$ cat config.mk
export PLATFORM = sky130hd
export DESIGN_NAME = mips_mc_ctrl
export DESIGN_NICKNAME = d
export VERILOG_FILES = /design/src/rtl/mips_pkg.sv /design/src/rtl/mips_mc_timeout.sv /design/src/rtl/mips_mc_ctrl.sv
export SDC_FILE = /design/constraint.sdc
export NUM_CORES = 1
export LEC_CHECK = 0
export BUFFER_PORTS_ARGS = -buffer_cell sky130_fd_sc_hd__buf_2
export CORE_MARGIN = 4
export CORE_UTILIZATION = 43
export DETAILED_ROUTE_END_ITERATION = 7
export PLACE_DENSITY = 0.84
export REMOVE_ABC_BUFFERS = 1
export SLEW_MARGIN = 10
export SYNTH_ARGS = -nofsm -noshare
export SYNTH_HDL_FRONTEND = slang
export SYNTH_SLANG_ARGS = --single-unit
$ cat constraint.sdc
create_clock -name clk -period 1.5 [get_ports clk]
set_clock_uncertainty 0.05 [all_clocks]
set_input_delay 0.075 -clock clk [delete_from_list [all_inputs] [get_ports clk]]
set_output_delay 0.075 -clock clk [all_outputs]
set_load 0.01 [all_outputs]
$ cat src/rtl/mips_pkg.sv
// Shared encodings for the multi-cycle MIPS controller: opcodes, ALU/mux selects
// and the control FSM state enum.
package mips_pkg;

    localparam logic [5:0] OP_RTYPE = 6'b000000;
    localparam logic [5:0] OP_LW    = 6'b100011;
    localparam logic [5:0] OP_SW    = 6'b101011;
    localparam logic [5:0] OP_BEQ   = 6'b000100;
    localparam logic [5:0] OP_J     = 6'b000010;
    localparam logic [5:0] OP_ADDI  = 6'b001000;

    localparam logic [1:0] ALUOP_ADD   = 2'b00;
    localparam logic [1:0] ALUOP_SUB   = 2'b01;
    localparam logic [1:0] ALUOP_FUNCT = 2'b10;

    localparam logic [1:0] SRCB_REG     = 2'b00;
    localparam logic [1:0] SRCB_FOUR    = 2'b01;
    localparam logic [1:0] SRCB_IMM     = 2'b10;
    localparam logic [1:0] SRCB_IMM_SH2 = 2'b11;

    localparam logic [1:0] PCSRC_ALU    = 2'b00;
    localparam logic [1:0] PCSRC_ALUOUT = 2'b01;
    localparam logic [1:0] PCSRC_JUMP   = 2'b10;

    typedef enum logic [3:0] {
        S_IDLE,
        S_FETCH,
        S_DECODE,
        S_MEMADR,
        S_MEMRD,
        S_MEMWB,
        S_MEMWR,
        S_RTYPE_EX,
        S_RTYPE_WB,
        S_ADDI_EX,
        S_ADDI_WB,
        S_BRANCH,
        S_JUMP,
        S_HALT
    } state_t;

endpackage

$ cat src/rtl/mips_mc_timeout.sv
// Memory wait timer: down-counter reloaded while the access is not stalling,
// expire flags the terminal count.
module mips_mc_timeout #(
    parameter int             TOW      = 5,
    parameter logic [TOW-1:0] LOAD_VAL = '0
) (
    input  logic clk,
    input  logic rst,
    input  logic load,
    input  logic en,
    output logic expire
);

    logic [TOW-1:0] cnt;

    always_ff @(posedge clk or posedge rst) begin
        if (rst) begin
            cnt <= LOAD_VAL;
        end else if (load) begin
            cnt <= LOAD_VAL;
        end else if (en && cnt != '0) begin
            cnt <= cnt - 1'b1;
        end
    end

    assign expire = (cnt == '0);

endmodule

$ cat src/rtl/mips_mc_ctrl.sv
// Multi-cycle MIPS control FSM with memory-ready stalls, timeout and halt.
// Optional perf counters (instr_cnt/stall_cnt) under `MIPS_MC_PERF_CNT_EN.
//
// state      | meaning
// IDLE       | after reset, all strobes low
// FETCH      | read instruction at PC, PC+4 on mem_ready
// DECODE     | register read, branch target precompute, dispatch
// MEMADR     | lw/sw effective address
// MEMRD      | data read (stalls on mem_ready)
// MEMWB      | load write-back
// MEMWR      | data write (stalls on mem_ready)
// RTYPE_EX   | ALU op from funct
// RTYPE_WB   | R-type write-back to rd
// ADDI_EX    | A + immediate
// ADDI_WB    | addi write-back to rt
// BRANCH     | beq compare, PC load on zero
// JUMP       | PC load with jump address
// HALT       | illegal opcode or bus error, only rst exits
module mips_mc_ctrl
    import mips_pkg::*;
#(
    parameter int OPWDTH      = 6,
    parameter int FCWDTH      = 6,
    parameter int MEM_TIMEOUT = 16,
    parameter int TOW         = 5
) (
    input  logic              clk,
    input  logic              rst,
    input  logic [OPWDTH-1:0] opcode,
    input  logic [FCWDTH-1:0] funct,
    input  logic              zero,
    input  logic              mem_ready,
    output logic              pc_en,
    output logic [1:0]        pc_source,
    output logic              i_or_d,
    output logic              mem_read,
    output logic              mem_write,
    output logic              ir_write,
    output logic              reg_dst,
    output logic              mem_to_reg,
    output logic              reg_wrt,
    output logic              alu_src_a,
    output logic [1:0]        alu_src_b,
    output logic [1:0]        alu_op,
    output logic              instr_done,
    output logic              halted,
    output logic              bus_err
`ifdef MIPS_MC_PERF_CNT_EN
    ,
    output logic [31:0]       instr_cnt,
    output logic [31:0]       stall_cnt
`endif
);

    state_t state, state_nxt;
    logic   mem_state, waiting, expire, timeout;
    logic   pc_write, pc_write_cond;
    logic   funct_unused;

    // funct is decoded by the ALU control, not here
    assign funct_unused = ^funct;

    assign mem_state = (state == S_FETCH) || (state == S_MEMRD) || (state == S_MEMWR);
    assign waiting   = mem_state && !mem_ready;
    assign timeout   = waiting && expire;

    // Reloaded whenever not stalling, so every memory state starts with a full budget
    mips_mc_timeout #(
        .TOW      (TOW),
        .LOAD_VAL (TOW'(MEM_TIMEOUT - 1))
    ) u_timeout (
        .clk    (clk),
        .rst    (rst),
        .load   (!waiting),
        .en     (waiting),
        .expire (expire)
    );

    always_ff @(posedge clk or posedge rst) begin
        if (rst) begin
            state <= S_IDLE;
        end else begin
            state <= state_nxt;
        end
    end

    always_ff @(posedge clk or posedge rst) begin
        if (rst) begin
            bus_err <= 1'b0;
        end else if (timeout) begin
            bus_err <= 1'b1;
        end
    end

    always_comb begin
        state_nxt = state;
        unique case (state)
            S_IDLE:   state_nxt = S_FETCH;
            S_FETCH: begin
                if (mem_ready)    state_nxt = S_DECODE;
                else if (timeout) state_nxt = S_HALT;
            end
            S_DECODE: begin
                if (opcode == OPWDTH'(OP_RTYPE))                                   state_nxt = S_RTYPE_EX;
                else if (opcode == OPWDTH'(OP_LW) || opcode == OPWDTH'(OP_SW))     state_nxt = S_MEMADR;
                else if (opcode == OPWDTH'(OP_BEQ))                                state_nxt = S_BRANCH;
                else if (opcode == OPWDTH'(OP_J))                                  state_nxt = S_JUMP;
                else if (opcode == OPWDTH'(OP_ADDI))                               state_nxt = S_ADDI_EX;
                else                                                               state_nxt = S_HALT;
            end
            S_MEMADR: state_nxt = (opcode == OPWDTH'(OP_LW)) ? S_MEMRD : S_MEMWR;
            S_MEMRD: begin
                if (mem_ready)    state_nxt = S_MEMWB;
                else if (timeout) state_nxt = S_HALT;
            end
            S_MEMWR: begin
                if (mem_ready)    state_nxt = S_FETCH;
                else if (timeout) state_nxt = S_HALT;
            end
            S_MEMWB, S_RTYPE_WB, S_ADDI_WB, S_BRANCH, S_JUMP: state_nxt = S_FETCH;
            S_RTYPE_EX: state_nxt = S_RTYPE_WB;
            S_ADDI_EX:  state_nxt = S_ADDI_WB;
            S_HALT:     state_nxt = S_HALT;
            default:    state_nxt = S_IDLE;
        endcase
    end

    always_comb begin
        pc_write      = 1'b0;
        pc_write_cond = 1'b0;
        pc_source     = PCSRC_ALU;
        i_or_d        = 1'b0;
        mem_read      = 1'b0;
        mem_write     = 1'b0;
        ir_write      = 1'b0;
        reg_dst       = 1'b0;
        mem_to_reg    = 1'b0;
        reg_wrt       = 1'b0;
        alu_src_a     = 1'b0;
        alu_src_b     = SRCB_REG;
        alu_op        = ALUOP_ADD;
        instr_done    = 1'b0;
        halted        = 1'b0;
        unique case (state)
            S_FETCH: begin
                mem_read  = 1'b1;
                alu_src_b = SRCB_FOUR;
                ir_write  = mem_ready;
                pc_write  = mem_ready;
            end
            S_DECODE: alu_src_b = SRCB_IMM_SH2;
            S_MEMADR, S_ADDI_EX: begin
                alu_src_a = 1'b1;
                alu_src_b = SRCB_IMM;
            end
            S_MEMRD: begin
                mem_read = 1'b1;
                i_or_d   = 1'b1;
            end
            S_MEMWB: begin
                reg_wrt    = 1'b1;
                mem_to_reg = 1'b1;
                instr_done = 1'b1;
            end
            S_MEMWR: begin
                mem_write  = 1'b1;
                i_or_d     = 1'b1;
                instr_done = mem_ready;
            end
            S_RTYPE_EX: begin
                alu_src_a = 1'b1;
                alu_op    = ALUOP_FUNCT;
            end
            S_RTYPE_WB: begin
                reg_wrt    = 1'b1;
                reg_dst    = 1'b1;
                instr_done = 1'b1;
            end
            S_ADDI_WB: begin
                reg_wrt    = 1'b1;
                instr_done = 1'b1;
            end
            S_BRANCH: begin
                alu_src_a     = 1'b1;
                alu_op        = ALUOP_SUB;
                pc_source     = PCSRC_ALUOUT;
                pc_write_cond = 1'b1;
                instr_done    = 1'b1;
            end
            S_JUMP: begin
                pc_source  = PCSRC_JUMP;
                pc_write   = 1'b1;
                instr_done = 1'b1;
            end
            S_HALT:  halted = 1'b1;
            default: ;
        endcase
        pc_en = pc_write | (pc_write_cond & zero);
    end

`ifdef MIPS_MC_PERF_CNT_EN
    always_ff @(posedge clk or posedge rst) begin
        if (rst) begin
            instr_cnt <= '0;
            stall_cnt <= '0;
        end else if (!halted) begin
            if (instr_done) instr_cnt <= instr_cnt + 32'd1;
            if (waiting)    stall_cnt <= stall_cnt + 32'd1;
        end
    end
`endif

endmodule

After elaboration in Yosys (flattened, before gate mapping):

Index checks and enable logic that the tools add are counted.

* output and inout port bits: 18
* register bits: 10
* logic and storage cells: 71

* eq/ne operators: 19
* bitwise operators: 2
* mux-type cells: 28
* add/sub/neg operators: 1
* reductions and logical operators: 18

Operator list (number)
* case mux 4 bit (9 select lines): 1
* == test 4 bit, second input constant: 6
* 2-to-1 mux 4 bit: 6
* == test 4 x 3 -> 1 bit, second input constant: 4
* == test 6 bit, second input constant: 2
* 2-to-1 mux 1 bit: 10
* 2-to-1 mux 5 bit: 2
* 2-to-1 mux 3 bit: 3
* == test 4 x 2 -> 1 bit, second input constant: 2
* case mux 2 bit (2 select lines): 2
* == test 6 x 2 -> 1 bit, second input constant: 1
* == test 6 x 3 -> 1 bit, second input constant: 1
* == test 6 x 4 -> 1 bit, second input constant: 1
* zero test 6 bit: 1
* case mux 2 bit (3 select lines): 1
* OR reduction 2 bit: 3
* OR reduction 6 bit: 1
* zero test 5 bit: 1
* nonzero test 5 bit: 1
* OR reduction 5 bit: 1
* subtractor 5 x 1 -> 5 bit, second input constant: 1
* == test 4 x 1 -> 1 bit, second input constant: 1
* zero test 4 bit: 1
* case mux 1 bit (2 select lines): 2
* 9 further kinds: 13

Longest topological paths before layout:

* word-level depth: 8
* mapped depth: 6
* gate-level depth less buffers: 6

Hierarchy:

Synthesis repeated with hierarchy kept, for this count alone.

* cells, all modules: 116
* area, all modules: 884.6 µm²

By module, submodules not included
* mips_mc_ctrl: seq. area each 125.1 µm², area each 608.1 µm², instances 1, cells an instance 91
* mips_mc_timeout: seq. area each 130.1 µm², area each 276.5 µm², instances 1, cells an instance 25

Worst setup path before layout:

No wires, ideal clock.

* path type: register to register
* from: register u_timeout.cnt[0]
* to: register state[3]
* period minus slack after synthesis: 1.588 ns
* cell stages (with the launch flop): 7
* buffers on the path: 0
* arrival: 1.401 ns
* path slack: -0.088 ns
* setup time: 0.137 ns
* data required time: 1.313 ns
* path through: dfstp_2 > inv_1 > ha_1 > or4b_4 > nor3_4 > o311ai_1 > o211ai_2

* cells in the longest elaborated chain, start to end: 5
* elaborated cells on any way between the ends: 7
* classes of those cells: mux (5); reduce/logical (2)

Ends and longest elaborated chain
* start, declared: RTL line mips_mc_timeout.sv:14 `logic [TOW-1:0] cnt;`
* start signal, assigned: RTL line mips_mc_timeout.sv:22 `cnt <= cnt - 1'b1;`
* zero test 5 bit (*): RTL line mips_mc_timeout.sv:26 `assign expire = (cnt == '0);`
* logical AND 1 bit (*): RTL line mips_mc_ctrl.sv:65 `assign timeout = waiting && expire;`
* 2-to-1 mux 4 bit (*)
* 2-to-1 mux 4 bit (on tied branches)
* case mux 4 bit (9 select lines) (*)
* net state_nxt[3]: RTL line mips_mc_ctrl.sv:55 `state_t state, state_nxt;`
* end signal, assigned: RTL line mips_mc_ctrl.sv:83 `state <= state_nxt;`
* end, declared: RTL line mips_mc_ctrl.sv:55

The timed path passes the listed nets; every way through them passes the cells marked *.
A chain may end at the register's enable or synchronous reset.

Worst setup path after layout:

* from: register u_timeout.cnt[0]
* to: register state[2]

The elaborated chain is that of the path after synthesis.

==> flow_metrics.tcl <==
set metrics [dict create \
    status "complete, but fails checks" \
    failed_checks "setup timing" \
    holdWs_ns 0.119 \
    antenna_found_initial 0 \
    setup_viol 13 \
    route.detailed.drc 0 \
    final-seq-area_um2 258 \
    first_pass_iters 4 \
    viasPerCell 5.79 \
    h-tree-depth 1 \
    area_growth_pct 65.9 \
    async_reset_ff_share_pct 100 \
    cts_made_buffers 3 \
    ys_types 46 \
    worstHoldPathType "in -> reg" \
    syn_inst 111 \
    grt_max_degree 12 \
    start_util_pct 46.1 \
    nFillCells 125 \
    gr-usage-all-layers_pct 22.3 \
    layout_setup_ws_ns -0.103 \
    fin_nets 186 \
    die_x_um 54.1 \
    rsz0062_at_grt "yes" \
    path_clk_slew_ns 0.06 \
    cts_tree "yes" \
    hpwl_mm 2.03 \
    vias 1117 \
    drv_cap 0 \
    grt_pass1_vias 1093 \
    critPathLaunchType "flip-flop" \
    ys_ff_latch 10 \
    synth_enable_flop_cells 0 \
    clock_latency_ns 0.27 \
    cts_buffer_depth 2 \
    cts_root_buf "clkbuf_4" \
    leakage_nw 0.678 \
    numClockSinks 10 \
    synth.cell_area_um2 913 \
    cp-end-kind "flip-flop" \
    ios 34 \
    finalPower_mw 2.61 \
    ys_seq_area_share_pct 27.9 \
    relSlewSlack_pct 74.0 \
    ir_drop_v 0.00120 \
    avgSynthCellArea_um2 8.23 \
    fmax_ghz 0.624 \
    overflow 0 \
    dieArea_mm2 0.00293 \
    power_density_mw_per_mm2 1720 \
    synth_warnings 0 \
    crit_required_ns 1.65 \
    tightest_slew_ns 0.389 \
    antenna_left 0 \
    pre_cts_ws_ns -0.167 \
    rows 16 \
    routedWlPerCell_um 16.3 \
    layout-drive-gt1-share_pct 63.3 \
    wirelength_mm 3.15 \
    slew_viol_final 0 \
    grt_first_pass_wirelength_mm 4.62 \
    setup_tns_ns -0.806 \
    finalHoldViolations 0 \
    dieHeight_um 54.1 \
    diodes 0 \
    period_needed_ns 1.60 \
    place_congestion 0.872 \
    core_area_mm2 0.00198 \
    cp.arrival_ns 1.75 \
    synth-main-ff-cell "dfrtp_1" \
    portBuffers 27 \
    multi_input_area_um2 749 \
    drtIter0Drc 26 \
    period_share_pct 107 \
    crit_type "reg -> reg" \
    critical_path.max_fanout 4 \
]
## worst max-delay path: stages, from the launching register on
cell and delay, ns:
dfstp_2 0.38, inv_2 0.07, ha_4 0.13, or4b_4 0.50
nor3_4 0.18, a221oi_2 0.09, o21ai_2 0.12
## per-stage QoR
step	util, %	cell area, µm²	instances
floorplan	-	870	102
global placement	60.0	1190	176
detailed placement	60.0	1190	176
CTS	69.8	1380	186
global route	76.5	1520	193
finish	76.5	1520	193
## flip-flops by register name (all words and copies together), names as in the netlist
signal         cells
bus_err            1
state              4
u_timeout.cnt      5
## cells in the mapped netlist, drive strengths merged (2+ instances only)
library cell  number  area share (%)
or4b               2             2.6
nand2              8             3.3
dfrtp              6              16
a211o              3             3.0
o21a               2             1.6
inv                4             1.6
or3                2             1.6
nand2b             6             4.1
a21oi              5             2.7
nand3b             3             2.5
xor2               2             1.9
nor2              14             5.8
buf                8             4.4
nor4b              2             3.3
ha                 2             2.7
o22ai              2             1.4
o311ai             2             1.9
o21ai              4             2.6
a211oi             2             2.2
nor3               9             6.2
dfstp              4              12
## final cells by class
| type | instances | share of cell area, % |
|---|---|---|
| tap | 27 | 2.23 |
| multi-input combinational | 88 | 49.5 |
| inverter | 4 | 0.991 |
| timing repair buffer | 61 | 28.8 |
| sequential | 10 | 17.0 |
| clock buffer | 3 | 1.49 |
## timing repair
action	4_1_cts	5_1_grt
endpoints found under the setup margin	20	21
hold endpoints to repair	6	0
pin swaps	8	7
gates resized for setup	28	17
cloned	0	0
hold buffers	1	0
buffers inserted	7	7
## cell usage in the layout, fill, tap and decap left out, drive strengths merged, types with 2 or more instances in the layout
cell and instances:
a211o 3, a211oi 2, a21oi 5, buf 60, clkbuf 3, dfrtp 6, dfstp 4, ha 2
inv 4, nand2 8, nand2b 6, nand3b 3, nor2 14, nor3 9, nor4b 2, o21a 2
o21ai 4, o22ai 2, o311ai 2, or3 2, or4b 2, xor2 2
## power breakdown
part           leakage, nW  internal (mW)  switching (mW)  total, mW
logic                0.547           1.00           0.992       2.00
registers            0.118          0.349          0.0806      0.430
clock network       0.0138         0.0928          0.0914      0.184
total                0.678           1.45            1.16       2.61
## logic make-up after synthesis
kind of cell | Yosys count | share of synthesized area (%)
and+or+nand+nor | 55 | 36.0
buffers and inverters | 13 | 6.44
adders and majority gates | 2 | 2.74
DFF | 10 | 27.9
AOI/OAI and AO/OA | 28 | 24.0
xor gates and xnor gates | 3 | 2.88
## metal layers
metal  GRT usage [%]  up-vias  wire (µm)
met2            42.3       53       1600
met4            13.3        0        124
met5               0        -          0
met3            3.60       15        200
met1            22.4      524       1230
li1                -      525          -
## worst paths after layout
check,slack (ns),cells after the start,startpoint,end
worst max register to register,-0.10,6,u_timeout.cnt[0],state[2]
min in group asynchronous,0.27,3,rst,state[3]
max in group asynchronous,0.82,3,rst,u_timeout.cnt[1]
worst min register to register,0.43,1,bus_err,bus_err
worst max-delay path,-0.10,6,u_timeout.cnt[0],state[2]
worst min-delay path,0.12,3,mem_ready,state[0]
No activity file was read; power rests on OpenSTA's default activity.
